$ cat config.mk
export PLATFORM = sky130hd
export DESIGN_NAME = gate_pair_monitor
export DESIGN_NICKNAME = d
export VERILOG_FILES = /design/src/rtl/gate_pair_monitor.sv
export SDC_FILE = /design/constraint.sdc
export NUM_CORES = 1
export LEC_CHECK = 0
export CAP_MARGIN = 30
export CORE_MARGIN = 10
export CORE_UTILIZATION = 47
export DETAILED_ROUTE_END_ITERATION = 12
export PLACE_DENSITY = 0.74
export REMOVE_ABC_BUFFERS = 1
export SKIP_LAST_GASP = 1
export SYNTH_ARGS = -nofsm -noshare
export SYNTH_HDL_FRONTEND = slang
export SYNTH_SLANG_ARGS = --single-unit
$ cat constraint.sdc
create_clock -name clk -period 2.55 [get_ports clk]
set_clock_uncertainty 0.1 [all_clocks]
set_input_delay 0.3825 -clock clk [delete_from_list [all_inputs] [get_ports clk]]
set_output_delay 0.3825 -clock clk [all_outputs]
set_load 0.01 [all_outputs]
$ cat src/rtl/gate_pair_monitor.sv
// Gate-pair monitor: measures dead time between complementary gate
// feedbacks, flags short gaps and shoot-through, rebuilds the PWM.
module gate_pair_monitor #(
  parameter int N = 12
) (
  input  logic         clk,
  input  logic         rst_n,
  input  logic [1:0]   gate_fb,
  input  logic [N-1:0] min_dead_clks,
  input  logic         clear_fault,
  output logic [N-1:0] dt_hs_ls,
  output logic [N-1:0] dt_ls_hs,
  output logic [1:0]   dt_valid,
  output logic         dead_time_violation,
  output logic         shoot_through,
  output logic         pwm_rec
);

  typedef enum logic [2:0] {
    IDLE,
    HS_ON,
    LS_ON,
    GAP_HS,
    GAP_LS,
    FAULT
  } state_t;

  logic [1:0]   s1;
  logic [1:0]   s;
  state_t       st;
  state_t       st_nx;
  logic [N-1:0] cnt;
  logic [N-1:0] cnt_nx;
  logic [N-1:0] cnt_inc;
  logic [N-1:0] meas;
  logic [1:0]   strb;
  logic         st_set;
  logic         vio_set;
  logic         leave_fault;
  logic         pwm_nx;

  assign cnt_inc = (&cnt) ? cnt : cnt + 1'b1;

  always_comb begin
    st_nx  = st;
    cnt_nx = '0;
    meas   = '0;
    strb   = 2'b00;
    st_set = 1'b0;
    if (st != FAULT && s == 2'b11) begin
      st_nx  = FAULT;
      st_set = 1'b1;
    end else begin
      case (st)
        IDLE: begin
          if (s == 2'b01)      st_nx = HS_ON;
          else if (s == 2'b10) st_nx = LS_ON;
        end
        HS_ON: begin
          if (s == 2'b00) begin
            st_nx  = GAP_HS;
            cnt_nx = N'(1);
          end else if (s == 2'b10) begin
            st_nx = LS_ON;
            strb  = 2'b01;
          end
        end
        LS_ON: begin
          if (s == 2'b00) begin
            st_nx  = GAP_LS;
            cnt_nx = N'(1);
          end else if (s == 2'b01) begin
            st_nx = HS_ON;
            strb  = 2'b10;
          end
        end
        GAP_HS: begin
          if (s == 2'b00) begin
            cnt_nx = cnt_inc;
          end else if (s == 2'b10) begin
            st_nx = LS_ON;
            meas  = cnt;
            strb  = 2'b01;
          end else begin
            st_nx = HS_ON;
          end
        end
        GAP_LS: begin
          if (s == 2'b00) begin
            cnt_nx = cnt_inc;
          end else if (s == 2'b01) begin
            st_nx = HS_ON;
            meas  = cnt;
            strb  = 2'b10;
          end else begin
            st_nx = LS_ON;
          end
        end
        FAULT: begin
          if (clear_fault && s == 2'b00) st_nx = IDLE;
        end
        default: st_nx = IDLE;
      endcase
    end
  end

  assign vio_set     = (strb != 2'b00) && (meas < min_dead_clks);
  assign leave_fault = (st == FAULT) && (st_nx == IDLE);

  always_comb begin
    pwm_nx = 1'b0;
    case (st_nx)
      HS_ON, GAP_HS: pwm_nx = 1'b1;
      FAULT:         pwm_nx = pwm_rec;
      default:       pwm_nx = 1'b0;
    endcase
  end

  always_ff @(posedge clk or negedge rst_n) begin
    if (!rst_n) begin
      s1                  <= 2'b00;
      s                   <= 2'b00;
      st                  <= IDLE;
      cnt                 <= '0;
      dt_hs_ls            <= '0;
      dt_ls_hs            <= '0;
      dt_valid            <= 2'b00;
      dead_time_violation <= 1'b0;
      shoot_through       <= 1'b0;
      pwm_rec             <= 1'b0;
    end else begin
      s1       <= gate_fb;
      s        <= s1;
      st       <= st_nx;
      cnt      <= cnt_nx;
      dt_valid <= strb;
      pwm_rec  <= pwm_nx;
      if (strb[0]) dt_hs_ls <= meas;
      if (strb[1]) dt_ls_hs <= meas;
      // set wins over a coincident clear
      if (vio_set)
        dead_time_violation <= 1'b1;
      else if (clear_fault && (st != FAULT || leave_fault))
        dead_time_violation <= 1'b0;
      if (st_set)
        shoot_through <= 1'b1;
      else if (leave_fault)
        shoot_through <= 1'b0;
    end
  end

endmodule
* Yosys cells after proc, flatten, opt, wreduce, memory -nomap -nowiden *
Cells that the tools add are included.

storage, ports and cells
  output and inout bits = 29
  flip-flop bits (word level) = 48
  logic and storage cells = 78

cells by class
  muxes and demuxes = 35
  equal/unequal tests = 13
  add/sub/neg operators = 1
  $lt $le $gt $ge = 1
  reduce and logical (&&, ||, !) cells = 18

operator list
  operator                                        number
  2-to-1 mux 12 bit                               8
  one-hot mux 12 bit (2 select lines)             2
  2-to-1 mux 3 bit                                9
  one-hot mux 3 bit (6 select lines)              1
  adder 12 x 1 -> 12 bit (second input constant)  1
  less-than comparator 12 bit                     1
  AND reduction 12 bit                            1
  2-to-1 mux 2 bit                                5
  OR reduction 2 bit                              5
  == test 3 x 2 -> 1 bit (second input constant)  3
  == test 3 bit (second input constant)           3
  2-to-1 mux 1 bit                                8
  == test 3 x 1 -> 1 bit (second input constant)  2
  zero test 3 bit                                 2
  nonzero test 2 bit                              3
  logical AND 1 bit                               5
  == test 2 bit (second input constant)           2
  != test 4 bit (second input constant)           1
  one-hot mux 2 bit (2 select lines)              1
  != test 3 bit (second input constant)           1
  == test 2 x 1 -> 1 bit (second input constant)  1
  zero test 2 bit                                 1
  one-hot mux 1 bit (2 select lines)              1
  logical OR 1 bit                                1

* Longest topological paths before layout *
Gate-level depths: netlist of the first run.

  depth after elaboration = 11
  depth in mapped cells = 10
  mapped depth without buffers = 8

* Worst setup path before layout of the first run *
No wires, ideal clock.

  kind = reg-to-reg
  start point = register s[1]
  end point = register dead_time_violation
  arrival = 2.267 ns
  setup time = 0.095 ns
  path buffers = 2
  data required time = 2.355 ns
  path slack = 0.088 ns
  stages on the path, launching flop included = 11
  cell sequence = dfrtp_1 buf_6 or3b_4 o22ai_1 clkbuf_1 and2_1 ha_1 a211oi_1 o211a_1 a211oi_1 o31ai_1

between the ends
  elaborated cells between the ends (all ways) = 39

RTL lines
  element                                                         line    RTL
  start, declared                                                 29      logic [1:0] s;
  start signal, assigned                                          122     s <= 2'b00;
  start signal, assigned                                          133     s <= s1;
  == test 2 x 1 -> 1 bit / == test 2 bit (equally long branches)  91, 80
  2-to-1 mux 12 bit (on tied branches)                            91, 80
  2-to-1 mux 12 bit (on tied branches)                            89, 78
  one-hot mux 12 bit (2 select lines)                             54      case (st)
  2-to-1 mux 12 bit *                                             50      if (st != FAULT && s == 2'b11) begin
  via meas[3]                                                     35      logic [N-1:0] meas;
  less-than comparator 12 bit *                                   107     assign vio_set = (strb != 2'b00) && (meas < min_dead_clks);
  logical AND 1 bit *                                             107
  2-to-1 mux 1 bit / nonzero test 2 bit (equally long branches)   -
  end signal, assigned                                            128     dead_time_violation <= 1'b0;
  end signal, assigned                                            142     dead_time_violation <= 1'b1;
  end signal, assigned                                            144     dead_time_violation <= 1'b0;
  end, declared                                                   14      output logic dead_time_violation,

Mark *: on every way through the listed nets, which the timed path passes. The rest lies on a longest branch.
A chain may end at the register's enable or synchronous reset.

* Worst setup path after layout of the first run *
  start point = register s[0]
  end point = register dead_time_violation

Same word-level chain as after synthesis.

==> results.md, run 1 <==
- First-pass GRT wire length: 10600 microns
- Starting DRT DRC Count: 147
- Final Hold Viols: 0
- CP arrival: 2490 ps
- RD Place Congestion: 0.904
- CTS sink count: 48
- Share of cells above drive strength 1: 0.101
- Antenna fix cells: 0
- Hold slack: 255 ps
- Seq/Total Area, Yosys: 0.473
- Post-synth cell types: 50
- Post-route ant nets: 0
- Starting density of the core: 0.491
- Mux share of post-synthesis cell area: 0
- Fmax: 422 MHz
- Die Footprint: 8740 sq um
- Post-Synth XOR/XNOR Area: 0.0138
- Worst relative slew slack: 0.643
- Worst EP required: 2660 ps
- Die width: 93.5 microns
- Biggest area consumer among synthesized cells: dfrtp_1
- Crit-path max FO: 7
- Core Util, Final: 0.616
- Die height: 93.5 microns
- Avg Cell Area, Syn: 9.76 sq um
- Layout Cells excl Fill: 377
- Pin count of the biggest net entering global routing: 28
- Initial antenna violation count: 0
- Root buffer cell: clkbuf_8
- Simple-gate share of the synthesized area: 0.213
- Endpoints failing setup: 0
- Port buffer count: 45
- Crit. End Element: flip-flop
- H-tree depth: 2
- RSZ-0062 raised after global routing: false
- WS Path Type: flip-flop to flip-flop
- GRT overflow: 0
- Drt total wl: 6200 microns
- First drt pass iteration count: 4
- Synth top area share: 0.473
- Fillers: 441
- Area of the mapped netlist: 2540 sq um
- Startpoint types: flip-flop
- CTS tree: done
- Post-DR wirelength/cell: 16.4 microns
- Nets: 335
- Max Buffers Root-to-Sink: 2
- Global-route usage over all layers: 0.148
- Post-DP HPWL: 4570 microns
- Clock transition at path regs: 90 ps
- Largest family of logic cells by synthesized area: simple AND/OR/NAND/NOR gates
- Register bit total from synthesis: 48
- PD cells: 496 nW/um^2
- Compound-gate portion of the synthesized area: 0.174
- Via Count: 2106
- CTS buffer count: 5
- DP Cell Count: 367
- IO Pins: 46
- Row Count: 26
- Synth Warn #: 0
- Vias per Instance: 5.59
- Cell with the most instances after synthesis: dfrtp_1
- Syn-to-layout area delta: 25.5%
- Leak Pwr: 1.40 nW
- Top post-synthesis cells by area: dfrtp_1 (47%), ha_1 (5.9%), nand2_1 (5.3%)
- Worst-Margin Slew: 536 ps
- Max-cap violation count: 0
- Count of flip-flops with a built-in enable after synthesis: 0
- Worst-Skew Late Latency: 310 ps
- Area of the core: 5170 sq um
- Asr flop ratio synth: 1.00
- DRC Markers: 0
- Adder-cell share of the synthesized area: 0.0636
- Worst min-delay path class: flip-flop to flip-flop
- Period utilization: 0.930
- Syn Inst Count: 260
- Fin crit period: 2370 ps
- Worst VDD drop: 0.000277 V
- Commonest cells post-synth: dfrtp_1 (48), nand2_1 (36), o21ai_0 (17)
- Status: completed
- Synth Flop Type: dfrtp_1
- Number of global-route vias before repair: 2095
- Slew Viols, Final: 0
[per-stage QoR]
stage	setup slack (ps)	setup TNS (ps)	total power, W	cell area (sq um)
after floorplan	74.7	0	0.000961	2440
after global placement	121	0	0.00110	3050
after detailed placement	-0.663	-0.663	0.00111	3050
after CTS	118	0	0.00160	3170
after global routing	19.8	0	0.00166	3190
final	178	0	0.00158	3190
[cells in the final DEF, fill, tap and decap left out, types with 3 or more instances in the layout]
cell and n:
dfrtp_1 48, clkdlybuf4s50_1 44, nand2_1 36, o21ai_0 17, inv_1 16, a21oi_1 12, ha_1 12, and2_1 10
nor2_1 10, a22o_1 9, buf_4 9, nor3_1 6, clkbuf_8 6, nand3b_1 5, and3_1 4, nand3_1 4
nand4_1 4, nand2b_1 3, xnor2_1 3, a211oi_1 3, a22o_2 3
[routing by layer]
metal	vias to the layer above	track usage	share of wire
li1	1011	-	-
met1	1018	0.199	0.44
met2	72	0.220	0.46
met3	5	0.0448	0.095
met4	0	0.0527	0.013
met5	-	0	0
[registers in the layout, summed over array words and instances (netlist names)]
signal / flops
dt_valid: 2
s1: 2
dt_hs_ls: 12
s: 2
dt_ls_hs: 12
st: 3
dead_time_violation: 1
shoot_through: 1
pwm_rec: 1
cnt: 12
[power by group]
group          internal [W]  total, W  switching, W
registers          0.000795  0.000823     0.0000285
logic              0.000133  0.000275      0.000142
clock network      0.000222  0.000484      0.000262
[cell type report]
class                   count  area (sq um)  area share
flip-flops and latches     48          1200       0.377
multi-input cells         179          1200       0.376
well taps                  70          87.6      0.0275
repair buffers             56           543       0.170
clock buffers               6          82.6      0.0259
inverters                  16          60.1      0.0188
clock inverters             2          13.8     0.00432
[final timing paths]
kind / from / endpoint / slack [ps] / cells past startpoint
min in group asynchronous: rst_n / dt_hs_ls[0]$_DFFE_PN0P_ / 480 / 2
worst min register to register: s1[1]$_DFF_PN0_ / s[1]$_DFF_PN0_ / 260 / 0
worst min-delay path: s1[1]$_DFF_PN0_ / s[1]$_DFF_PN0_ / 260 / 0
max in group asynchronous: rst_n / dt_ls_hs[7]$_DFFE_PN0P_ / 1340 / 3
worst max register to register: s[0]$_DFF_PN0_ / dead_time_violation$_DFFE_PN0P_ / 180 / 9
worst max-delay path: s[0]$_DFF_PN0_ / dead_time_violation$_DFFE_PN0P_ / 180 / 9
[worst max-delay path, cell delays in order, from the launching register on]
cell,delay [ps]
dfrtp_1,400
or3b_4,440
o22ai_4,170
buf_4,160
and2_1,130
ha_1,240
and4_1,210
a21oi_1,130
o211ai_1,100
o31ai_1,220
[logic make-up (layout without fill, tap and decap cells)]
| kind of cell | after synthesis | count (layout) |
|---|---|---|
| simple gates | 98 | 98 |
| compound gates | 64 | 64 |
| flops | 48 | 48 |
| buf+inv | 33 | 80 |
| fa+ha+maj | 13 | 13 |
| xor+xnor | 4 | 4 |
[repair_timing]
item                       CTS  global route
hold endpoints to repair    22             0
pin swaps                    0             0
gates cloned                 0             0
buffers inserted             0             1
resized for setup            1             2
hold buffers                 1             0
setup endpoints to repair    1             1
(Power assumes the default switching activity.)
==> run 2, diff against run 1 <==
- PLACE_DENSITY: 0.74 -> 0.76
==> results.md, run 2 (same netlist as run 1, synthesis figures left out) <==
- Fin crit period: 2360 ps
- Worst VDD drop: 0.000246 V
- Area of the core: 5170 sq um
- Vias per Instance: 5.51
- Clock transition at path regs: 80 ps
- Post-CTS Setup Inserts: 0
- Post-DP HPWL: 4400 microns
- Pre-CTS setup slack: 22.2 ps
- Commonest non-fill, non-tap cell in the layout: dfrtp_1
- Number of global-route vias before repair: 2116
- Starting density of the core: 0.491
- Sum of negative setup slack: 0 ps
- IO Pins: 46
- Commonest non-fill, non-tap cells in the layout: dfrtp_1 (48), clkdlybuf4s50_1 (44), nand2_1 (36)
- Final Hold Viols: 0
- Die width: 93.5 microns
- Worst relative slew slack: 0.731
- Max Buffers Root-to-Sink: 2
- CTS tree: done
- Starting DRT DRC Count: 169
- Endpoints failing setup: 0
- CTS buffer count: 5
- RD Place Congestion: 0.937
- Post-route ant nets: 0
- Port buffer count: 45
- Cell family with most CP delay: simple AND/OR/NAND/NOR gates
- First-pass GRT wire length: 10300 microns
- Slew Viols, Final: 0
- First drt pass iteration count: 4
- Status: completed
- GRT overflow: 0
- Worst-Margin Slew: 402 ps
- Share of cells above drive strength 1: 0.0948
- Drt total wl: 6030 microns
- Worst EP required: 2650 ps
- Die height: 93.5 microns
- Leak Pwr: 1.40 nW
- PD cells: 488 nW/um^2
- Worst path buffer plus inverter count: 1
- H-tree depth: 2
- Row Count: 26
- Worst-Skew Late Latency: 290 ps
- Crit-path max cell delay: 440 ps
- Reg2Reg Setup Slack: 190 ps
- RSZ-0062 raised after global routing: false
- Largest registers: cnt (12), dt_hs_ls (12), dt_ls_hs (12)
- Critical path's slowest cell: or3b_4
- Crit. End Element: flip-flop
- Pin count of the biggest net entering global routing: 49
- Setup ws final: 188 ps
- Antenna fix cells: 0
- Core Util, Final: 0.614
- CP arrival: 2460 ps
- Fmax: 423 MHz
- Crit-path max FO: 7
- Die Footprint: 8740 sq um
- Post-DR wirelength/cell: 16.0 microns
- Nets: 335
- Root buffer cell: clkbuf_8
- CTS sink count: 48
- Via Count: 2073
- Period utilization: 0.926
- Max-cap violation count: 0
- Startpoint types: flip-flop
- DRC Markers: 0
- Global-route usage over all layers: 0.142
- Initial antenna violation count: 0
- Syn-to-layout area delta: 25.1%
- CP cell instances: or3b_4 -> o22ai_4 -> buf_4 -> and2_1 -> ha_1 -> and4_1 -> a21oi_1 -> o211ai_1 -> o31ai_1
- WS Path Type: flip-flop to flip-flop
- Worst min-delay path class: flip-flop to flip-flop
[run 2: what timing repair did]
item,CTS,global route
endpoints found under the hold margin,48,0
endpoints found under the setup margin,1,1
gates resized for setup,1,1
hold buffers,1,0
[run 2: path summary, 6_finish.rpt]
path                                       from                               to  cells past startpoint
worst max-delay path             s[1]$_DFF_PN0_  dead_time_violation$_DFFE_PN0P_                      9
min in group asynchronous                 rst_n          dt_hs_ls[3]$_DFFE_PN0P_                      3
worst min register to register  s1[1]$_DFF_PN0_                   s[1]$_DFF_PN0_                      0
worst max register to register   s[1]$_DFF_PN0_  dead_time_violation$_DFFE_PN0P_                      9
worst min-delay path            s1[1]$_DFF_PN0_                   s[1]$_DFF_PN0_                      0
max in group asynchronous                 rst_n                  st[2]$_DFF_PN0_                      3
[run 2: report_power, final]
part	leakage [nW]	total [W]	switching [W]	internal [W]
Clock	0.0473	0.000457	0.000241	0.000216
Combinational	0.705	0.000271	0.000137	0.000134
Sequential	0.647	0.000823	0.0000286	0.000795
[run 2: routing by layer]
| metal | wire [microns] | up-vias | global-route usage |
|---|---|---|---|
| met2 | 2660 | 68 | 0.222 |
| met5 | 0 | - | 0 |
| met3 | 513 | 9 | 0.0400 |
| li1 | - | 1009 | - |
| met1 | 2760 | 987 | 0.182 |
| met4 | 99 | 0 | 0.0527 |
[run 2: area by class of cell]
class / instances / area (sq um)
Clock inverter: 1 / 8.76
Clock buffer: 6 / 82.6
Timing Repair Buffer: 56 / 543
Multi-Input combinational cell: 179 / 1190
Inverter: 16 / 60.1
Tap cell: 70 / 87.6
Sequential cell: 48 / 1200
Fill cell: 431 / 2000
[run 2: worst register-to-register path, delay by kind of cell, from the launching register on]
family	cells	cell delay (ps)
fa+ha+maj	1	230
simple gates	3	780
buf+inv	1	160
flops	1	400
compound gates	4	600
[run 2: stage by stage]
stage / cells / power, W / hold slack [ps] / cell area, sq um
finish: 376 / 0.00155 / 257 / 3180
global route: 376 / 0.00162 / 273 / 3180
CTS: 376 / 0.00156 / 259 / 3170
detailed placement: 368 / 0.00111 / 240 / 3060
global placement: 368 / 0.00110 / 235 / 3060
floorplan: 243 / 0.000961 / -13.1 / 2440
